$ cat config.mk
export PLATFORM = sky130hd
export DESIGN_NAME = ssd_scan_ctrl_flat
export DESIGN_NICKNAME = d
export VERILOG_FILES = /design/src/rtl/ssd_scan_ctrl_if.sv /design/src/rtl/ssd_scan_ctrl.sv /design/src/flat_wrapper.sv
export SDC_FILE = /design/constraint.sdc
export NUM_CORES = 1
export LEC_CHECK = 0
export BUFFER_PORTS_ARGS = -buffer_cell sky130_fd_sc_hd__buf_2
export CAP_MARGIN = 10
export CORE_AREA = 2 2 79 81
export DETAILED_ROUTE_END_ITERATION = 10
export DIE_AREA = 0 0 81 83
export GPL_TIMING_DRIVEN = 1
export PLACE_DENSITY = 0.81
export SLEW_MARGIN = 20
export SYNTH_ARGS = -nofsm -noshare
export SYNTH_HDL_FRONTEND = slang
export SYNTH_SLANG_ARGS = --single-unit
$ cat constraint.sdc
create_clock -name clk -period 4.65 [get_ports clk]
set_input_delay 0.2325 -clock clk [delete_from_list [all_inputs] [get_ports clk]]
set_output_delay 0.2325 -clock clk [all_outputs]
set_load 0.1 [all_outputs]
$ cat src/rtl/ssd_scan_ctrl_if.sv
`default_nettype none
// ============================================================================
// Module      : ssd_scan_ctrl_if
// Description : Write handshake bundle for the seven-segment scan controller.
//               The requester (master) presents four hex digits plus four
//               decimal points and holds them until the controller (slave)
//               accepts them.
// Signals     : wr_valid  - write request (master -> slave)
//               wr_ready  - write accept  (slave  -> master)
//               wr_data   - 16-bit, four hex digits, [3:0] is digit 0
//               wr_dp     - 4-bit decimal points, bit i is digit i
// Revision    : 1.0 - initial release
// ============================================================================
interface ssd_scan_ctrl_if;
    logic        wr_valid;
    logic        wr_ready;
    logic [15:0] wr_data;
    logic [3:0]  wr_dp;

    modport master (
        output wr_valid,
        output wr_data,
        output wr_dp,
        input  wr_ready
    );

    modport slave (
        input  wr_valid,
        input  wr_data,
        input  wr_dp,
        output wr_ready
    );
endinterface
`default_nettype wire

$ cat src/rtl/ssd_scan_ctrl.sv
`default_nettype none
// ============================================================================
// Module      : ssd_scan_ctrl
// Description : Time-multiplexed driver for a four-digit seven-segment
//               display. Each digit owns a slot of DIV clocks; the first
//               BLANK clocks of every slot keep all anodes off to avoid
//               ghosting, the remainder drive the selected digit. New
//               contents are written into a shadow buffer and only copied to
//               the visible buffer at a frame boundary (or while idle), so
//               the display never changes mid-frame.
// Parameters  : DIV   - clocks per digit slot   (BLANK+2 .. 2^24-1)
//               BLANK - blanking clocks per slot (1 .. DIV-2)
// Ports       : clk        - clock, rising edge
//               rst        - asynchronous reset, active-high
//               enable     - scan enable, low keeps the display dark
//               wr         - write handshake (ssd_scan_ctrl_if.slave)
//               segment    - abcdefg, a = MSB, active-high
//               dp         - decimal point of the driven digit
//               anode      - one-hot active-low digit select
//               frame_done - one-cycle pulse at the end of digit-3's slot
// Macros      : SSD_LZB_EN - leading-zero blanking of digits 1..3
// Revision    : 1.0 - initial release
// ============================================================================
module ssd_scan_ctrl #(
    parameter int DIV   = 100000,
    parameter int BLANK = 1000
) (
    input  wire logic            clk,
    input  wire logic            rst,
    input  wire logic            enable,
    ssd_scan_ctrl_if.slave       wr,
    output logic [6:0]           segment,
    output logic                 dp,
    output logic [3:0]           anode,
    output logic                 frame_done
);

    // ------------------------------------------------------------------------
    // Constants
    // ------------------------------------------------------------------------
    localparam int              C_CW             = (DIV > 1) ? $clog2(DIV) : 1;
    localparam logic [C_CW-1:0] C_CNT_LAST       = C_CW'(DIV - 1);
    localparam logic [C_CW-1:0] C_CNT_BLANK_LAST = C_CW'(BLANK - 1);
    localparam logic [C_CW-1:0] C_CNT_ONE        = C_CW'(1);
    localparam logic [C_CW-1:0] C_CNT_ZERO       = '0;

    typedef enum logic [1:0] {
        ST_IDLE  = 2'd0,
        ST_BLANK = 2'd1,
        ST_DRIVE = 2'd2
    } state_t;

    // ------------------------------------------------------------------------
    // State
    // ------------------------------------------------------------------------
    state_t            state_q,     state_d;
    logic [C_CW-1:0]   cnt_q,       cnt_d;
    logic [1:0]        idx_q,       idx_d;
    logic [15:0]       disp_q,      disp_d;
    logic [3:0]        disp_dp_q,   disp_dp_d;
    logic [15:0]       shadow_q,    shadow_d;
    logic [3:0]        shadow_dp_q, shadow_dp_d;
    logic              pending_q,   pending_d;

    logic              w_frame_done;
    logic              w_accept;
    logic              w_commit;
    logic [3:0]        w_nibble;
    logic              w_lz_blank;

    // ------------------------------------------------------------------------
    // Hex digit to abcdefg segment pattern
    // ------------------------------------------------------------------------
    function automatic logic [6:0] f_hex_to_seg(input logic [3:0] hex);
        logic [6:0] seg;
        case (hex)
            4'h0:    seg = 7'h7E;
            4'h1:    seg = 7'h30;
            4'h2:    seg = 7'h6D;
            4'h3:    seg = 7'h79;
            4'h4:    seg = 7'h33;
            4'h5:    seg = 7'h5B;
            4'h6:    seg = 7'h5F;
            4'h7:    seg = 7'h70;
            4'h8:    seg = 7'h7F;
            4'h9:    seg = 7'h7B;
            4'hA:    seg = 7'h77;
            4'hB:    seg = 7'h1F;
            4'hC:    seg = 7'h4E;
            4'hD:    seg = 7'h3D;
            4'hE:    seg = 7'h4F;
            default: seg = 7'h47;
        endcase
        return seg;
    endfunction

    // ------------------------------------------------------------------------
    // State register
    // ------------------------------------------------------------------------
    always_ff @(posedge clk or posedge rst) begin
        if (rst) begin
            state_q     <= ST_IDLE;
            cnt_q       <= C_CNT_ZERO;
            idx_q       <= 2'd0;
            disp_q      <= 16'h0000;
            disp_dp_q   <= 4'h0;
            shadow_q    <= 16'h0000;
            shadow_dp_q <= 4'h0;
            pending_q   <= 1'b0;
        end else begin
            state_q     <= state_d;
            cnt_q       <= cnt_d;
            idx_q       <= idx_d;
            disp_q      <= disp_d;
            disp_dp_q   <= disp_dp_d;
            shadow_q    <= shadow_d;
            shadow_dp_q <= shadow_dp_d;
            pending_q   <= pending_d;
        end
    end

    // ------------------------------------------------------------------------
    // Scan sequencer: slot counter, digit index and phase within the slot
    // ------------------------------------------------------------------------
    always_comb begin
        state_d = state_q;
        cnt_d   = cnt_q;
        idx_d   = idx_q;

        case (state_q)
            ST_IDLE: begin
                cnt_d = C_CNT_ZERO;
                idx_d = 2'd0;
                if (enable) begin
                    state_d = ST_BLANK;
                end
            end

            ST_BLANK: begin
                // The counter keeps running across the BLANK->DRIVE edge so
                // that DRIVE starts at count BLANK.
                cnt_d = cnt_q + C_CNT_ONE;
                if (cnt_q == C_CNT_BLANK_LAST) begin
                    state_d = ST_DRIVE;
                end
            end

            ST_DRIVE: begin
                if (cnt_q == C_CNT_LAST) begin
                    cnt_d   = C_CNT_ZERO;
                    idx_d   = idx_q + 2'd1;
                    state_d = ST_BLANK;
                end else begin
                    cnt_d   = cnt_q + C_CNT_ONE;
                end
            end

            default: begin
                state_d = ST_IDLE;
                cnt_d   = C_CNT_ZERO;
                idx_d   = 2'd0;
            end
        endcase

        // Dropping enable abandons the slot in progress from any state.
        if (!enable) begin
            state_d = ST_IDLE;
            cnt_d   = C_CNT_ZERO;
            idx_d   = 2'd0;
        end
    end

    assign w_frame_done = (state_q == ST_DRIVE) && (idx_q == 2'd3) &&
                          (cnt_q == C_CNT_LAST);

    // ------------------------------------------------------------------------
    // Double buffer. Accept needs pending=0 and commit needs pending=1, so the
    // two can never coincide and the shadow is never overwritten unseen.
    // ------------------------------------------------------------------------
    assign w_accept = wr.wr_valid && !pending_q;
    assign w_commit = pending_q && (w_frame_done || (state_q == ST_IDLE));

    always_comb begin
        disp_d      = disp_q;
        disp_dp_d   = disp_dp_q;
        shadow_d    = shadow_q;
        shadow_dp_d = shadow_dp_q;
        pending_d   = pending_q;

        if (w_commit) begin
            disp_d    = shadow_q;
            disp_dp_d = shadow_dp_q;
            pending_d = 1'b0;
        end

        if (w_accept) begin
            shadow_d    = wr.wr_data;
            shadow_dp_d = wr.wr_dp;
            pending_d   = 1'b1;
        end
    end

    assign wr.wr_ready = !pending_q;

    // ------------------------------------------------------------------------
    // Digit selection and optional leading-zero blanking
    // ------------------------------------------------------------------------
    always_comb begin
        case (idx_q)
            2'd0:    w_nibble = disp_q[3:0];
            2'd1:    w_nibble = disp_q[7:4];
            2'd2:    w_nibble = disp_q[11:8];
            default: w_nibble = disp_q[15:12];
        endcase
    end

`ifdef SSD_LZB_EN
    // A digit is blanked when it and every more significant digit are zero;
    // digit 0 always shows so a zero value still reads "0".
    always_comb begin
        case (idx_q)
            2'd1:    w_lz_blank = (disp_q[15:4]  == 12'h000);
            2'd2:    w_lz_blank = (disp_q[15:8]  == 8'h00);
            2'd3:    w_lz_blank = (disp_q[15:12] == 4'h0);
            default: w_lz_blank = 1'b0;
        endcase
    end
`else
    assign w_lz_blank = 1'b0;
`endif

    // ------------------------------------------------------------------------
    // Outputs: purely from registered state, never from the write inputs
    // ------------------------------------------------------------------------
    always_comb begin
        anode      = 4'b1111;
        segment    = 7'h00;
        dp         = 1'b0;
        frame_done = w_frame_done;

        if (state_q == ST_DRIVE) begin
            anode   = ~(4'b0001 << idx_q);
            segment = w_lz_blank ? 7'h00 : f_hex_to_seg(w_nibble);
            dp      = disp_dp_q[idx_q];
        end
    end

endmodule
`default_nettype wire

$ cat src/flat_wrapper.sv
// flat-port wrapper written by rule: the top's interface ports become plain ports
module ssd_scan_ctrl_flat 
#(
    parameter int DIV   = 100000,
    parameter int BLANK = 1000
)
  (clk, rst, enable, segment, dp, anode, frame_done, wr_wr_valid, wr_wr_data, wr_wr_dp, wr_wr_ready);
  ssd_scan_ctrl_if wr_i ();
  input  wire logic clk;
  input  wire logic rst;
  input  wire logic enable;
  output logic [6:0] segment;
  output logic dp;
  output logic [3:0] anode;
  output logic frame_done;
  input wire logic [$bits(wr_i.wr_valid)-1:0] wr_wr_valid;
  input wire logic [$bits(wr_i.wr_data)-1:0] wr_wr_data;
  input wire logic [$bits(wr_i.wr_dp)-1:0] wr_wr_dp;
  output wire logic [$bits(wr_i.wr_ready)-1:0] wr_wr_ready;
  assign wr_i.wr_valid = wr_wr_valid;
  assign wr_i.wr_data = wr_wr_data;
  assign wr_i.wr_dp = wr_wr_dp;
  assign wr_wr_ready = wr_i.wr_ready;
  ssd_scan_ctrl #(.DIV(DIV), .BLANK(BLANK)) u_core (.clk(clk), .rst(rst), .enable(enable), .wr(wr_i), .segment(segment), .dp(dp), .anode(anode), .frame_done(frame_done));
endmodule
# Word-level counts from Yosys, hierarchy flattened
# Memory sizes are Yosys's and may differ from the RTL's.
# Index checks and enable logic that the tools add are counted.
# totals
register_bits	62
rom_bits	112
input_bits	24
elab_cells	53
n_memories	1
# classes
addsub	2
n_lt_le_gt_ge	1
n_eq_ne	10
n_shift	1
mux	18
n_bitwise	1
n_reduce_logical	11
# mem_list
name	words	width	rd	rd_clocked_by_memory_dff	write_ports	line_no	source
(no name shown)	16	7	1	0	0	ssd_scan_ctrl.sv:76	case (hex)
# op_table
op	count
$mux 17	2
$pmux 17 s2	1
$add 17x1->17 const B	1
$eq 17x10->1 const B	1
$eq 17x17->1 const B	1
$pmux 4 s3	1
$mux 2	5
$mux 7	1
$eq 2x2->1 const B	3
$pmux 2 s3	1
$eq 2x1->1 const B	2
$logic_and 1x1->1	4
$logic_not 2->1	2
$mux 1	4
$mux 4	1
$not 4->4	1
$pmux 2 s2	1
$reduce_and 2->1	2
$shl 1x2->4 const A	1
$lt 2x3->1 const B	1
$ne 3x2->1 const B	1
$ne 3x3->1 const B	1
$add 2x1->2 const B	1
$bmux 1 s2	1
4 further kinds	4

# Depth between registers and ports, before layout
# logic_depth
depth_word	7
ltp_mapped	8

# Worst setup path before layout
# Ideal clock, no wire load.
# synth_path
kind	register -> output
from	register u_core.idx_q[0]
to	output segment[0]
arrival_ps	3303
slack_ps	1115
stages_incl_launch_ff	9
cell_sequence	dfrtp_1 > inv_1 > ha_1 > a222oi_1 > mux2i_1 > inv_1 > ha_1 > mux2_2 > a21oi_1
# synth_between
elab_chain_cells	4
# synth_rtl
element	line_no	source
start: declaration	ssd_scan_ctrl.sv:58	logic [1:0] idx_q, idx_d;
start signal: assignment	ssd_scan_ctrl.sv:113	idx_q <= idx_d;
$eq 2x2->1, or another cell as far along	ssd_scan_ctrl.sv:209	case (idx_q)
$pmux 4 s3 (*)	ssd_scan_ctrl.sv:209	
$mem_v2 16x7 (*)	-	
$mux 7 (*)	ssd_scan_ctrl.sv:241	if (state_q == ST_DRIVE) begin
end: declaration	flat_wrapper.sv:12	output logic [6:0] segment;
# Every way passes the cells marked *; elsewhere a longest branch is shown, timed or not.

# Worst setup path in the final report
# Ends and elaborated chain as after synthesis.

==> flow_summary.json <==
{
  "comb_power_share_pct": 29.5,
  "synthFlopType": "dfrtp_1",
  "synth_top_area_share_pct": 42.3,
  "clk_latency_ps": 350,
  "synth_top_cell_by_area": "dfrtp_1",
  "required_ps": 4420,
  "p_sw_share_pct": 35.3,
  "final_layout_size_suffix_gt1_share_pct": 24.0,
  "syn_to_final_growth_pct": 11.7,
  "syn_nets": 407,
  "die_x_um": 81,
  "fp-row-count": 28,
  "dp_cells": 459,
  "gp_congestion": 0.834,
  "critPathKind": "flop to primary output",
  "postRouteAntennaNets": 0,
  "wirelength_mm": 7.94,
  "p_leak_uw": 0.00180,
  "seqPwrFrac_pct": 42.9,
  "p_per_area_nw_per_um2": 485,
  "yosys_warnings": 0,
  "slew_violations": 0,
  "cp-start-kind": "flop",
  "switching_power_uw": 701,
  "grt_usage_pct": 25.8,
  "dp_hpwl_mm": 5.23,
  "grt_pass1_vias": 2915,
  "cts_resized": 0,
  "path_clk_slew_ps": 70,
  "cts_tree": "done",
  "cts_buffers": 9,
  "clkPwrFrac_pct": 27.6,
  "finalCriticalPeriod_ps": 3290,
  "postCtsSetupRepairBufs": 0,
  "synthTopCellsByArea": "dfrtp_1 42%, mux2_2 6.8%, ha_1 5.5%",
  "htree_levels": 3,
  "ys_seq_area_share_pct": 42.3,
  "vias": 2976,
  "antenna_found_initial": 0,
  "ys_types": 48,
  "cts-root-buf": "clkbuf_8",
  "setup_viol": 0,
  "timing.critical_path.buf_inv": 3,
  "yosysMostFrequentCell": "dfrtp_1",
  "slowest_stage": "dfrtp_1",
  "max_freq_ghz": 0.304,
  "clock_skew_ps": 9.38,
  "max-vdd-ir-drop_mv": 0.295,
  "synth-seq-cells": 62,
  "cap_viol_max_count": 0,
  "n_antenna_cell": 0,
  "path_max_fanout": 8,
  "synth-edff-count": 0,
  "die_h_um": 83,
  "period_share_pct": 70.7,
  "timing.slew.headroom_pct": 32.5,
  "hold_violations": 0,
  "critical-path-top-delay-family": "buffers and inverters",
  "finalWorstSetupSlack_ps": 1360,
  "grt_setup_unrepaired": "false",
  "synth_area_um2": 3660,
  "drtIter0Drc": 248,
  "dr.pass1.iters": 5,
  "cts_hold_buf": 0,
  "start_util_pct": 63.0,
  "drcViolationCount": 0,
  "worst_ep_arrival_time_ps": 3050,
  "end_kind": "primary output",
  "portBuffers": 37,
  "via_per_inst": 6.27,
  "holdCritPathClass": "input port to flop",
  "placed_cell_area_um2": 3860,
  "pre_cts_ws_ps": 1740,
  "io_pins": 38,
  "design_area_um2": 4090,
  "wl_per_cell_um": 16.7,
  "grt_pass1_wl_mm": 13.6,
  "core-area_um2": 5820,
  "synth_common_cells": "62 x dfrtp_1, 32 x inv_1, 29 x a21oi_1",
  "tns_ps": 0,
  "synthArstFlopShare_pct": 100,
  "stdcell_count": 475,
  "worstMarginPinSlew_ps": 1010,
  "nNetsFinal": 435,
  "status": "completed",
  "dieArea_um2": 6720,
  "cp_cell_sequence": "inv_1 -> ha_1 -> a222oi_1 -> mux2i_1 -> inv_1 -> ha_1 -> mux2_2 -> a21oi_1 -> buf_2",
  "grt_overflow": 0,
  "internal_power_uw": 1280,
  "clock_path_buffers": 2,
  "grt_max_degree": 63,
  "fillers": 457,
  "synthCells": 367,
  "slowest_delay_ps": 480,
  "avgSynthCellArea_um2": 9.98,
  "cts.sinks": 62
}
placed cells by master, fill, tap and decap left out, types with 10 or more instances in the layout:
cell | netlist | final
a21oi_1 | 29 | 29
and3_1 | 21 | 21
buf_2 | 4 | 37
clkbuf_8 | 0 | 11
dfrtp_1 | 62 | 61
ha_1 | 16 | 16
inv_1 | 32 | 31
mux2_2 | 22 | 22
mux2i_1 | 10 | 10
nand2_1 | 14 | 14
nand4_1 | 24 | 24
nor2_1 | 16 | 16
o311ai_1 | 17 | 17
metal layers:
| metal | vias up | part of all wire, % | global-route usage [%] | wire length (µm) |
|---|---|---|---|---|
| met1 | 1426 | 44 | 35.1 | 3500 |
| li1 | 1411 | - | - | - |
| met3 | 21 | 5.6 | 4.78 | 447 |
| met5 | - | 0 | 0 | 0 |
| met2 | 118 | 48 | 39.7 | 3790 |
| met4 | 0 | 2.7 | 12.0 | 211 |
cell type report:
cell class	instances	area, µm²	area share [%]
Inverter	33	124	3.03
Tap cell	75	93.8	2.29
Multi-Input combinational cell	248	1870	45.8
Sequential cell	62	1550	38.0
Clock buffer	11	151	3.70
Clock inverter	5	81.3	1.99
Timing Repair Buffer	41	215	5.26
logic make-up (layout without fill, tap and decap cells):
family | after synthesis | in the layout | share of synthesized area [%]
adder cells (fa/ha/maj) | 16 | 16 | 5.46
XOR/XNOR | 11 | 11 | 2.63
flip-flops | 62 | 62 | 42.3
AO/OA/AOI/OAI | 74 | 74 | 14.6
buffers and inverters | 57 | 90 | 6.59
AND/OR/NAND/NOR | 114 | 114 | 18.3
multiplexers | 33 | 33 | 10.1
state kept, by name, indices dropped and copies added (netlist names):
signal              flops
u_core.shadow_q        16
u_core.disp_dp_q        4
u_core.shadow_dp_q      4
u_core.disp_q          16
u_core.idx_q            2
u_core.pending_q        1
u_core.state_q          2
u_core.cnt_q           17
power by group through the flow:
| stage | sequential (µW) | clock (µW) | combinational (µW) |
|---|---|---|---|
| global placement | 846 | 0 | 546 |
| floorplan | 777 | 0 | 500 |
| finish | 851 | 549 | 586 |
| global route | 872 | 577 | 661 |
| detailed placement | 852 | 0 | 579 |
| CTS | 844 | 553 | 585 |
worst paths after layout:
kind / start / endpoint / slack [ps] / cells past startpoint
max: u_core.idx_q[0]$_DFFE_PP0P_ / segment[0] / 1360 / 9
max reg2reg: u_core.cnt_q[13]$_DFF_PP0_ / u_core.disp_q[2]$_DFFE_PP0P_ / 2330 / 4
min reg2reg: u_core.cnt_q[0]$_DFF_PP0_ / u_core.cnt_q[0]$_DFF_PP0_ / 480 / 1
min in group asynchronous: rst / u_core.cnt_q[1]$_DFF_PP0_ / 120 / 3
max in group asynchronous: rst / u_core.pending_q$_DFFE_PP0P_ / 3990 / 3
min: wr_wr_dp[0] / u_core.shadow_dp_q[0]$_DFFE_PP0P_ / 110 / 2
worst register-to-register path: stages, from the launching register on:
cell and delay, ps:
dfrtp_1 430, or4_4 590, or4_4 520, nor2_4 470
o211ai_2 170
stage by stage:
step	utilization (%)	total power [µW]	hold slack, ps
finish	70.4	1990	110
global route	70.4	2110	113
detailed placement	66.3	1430	469
global placement	66.3	1390	464
floorplan	-	1280	384
CTS	70.3	1980	105
No activity file was read; power rests on OpenSTA's default activity.
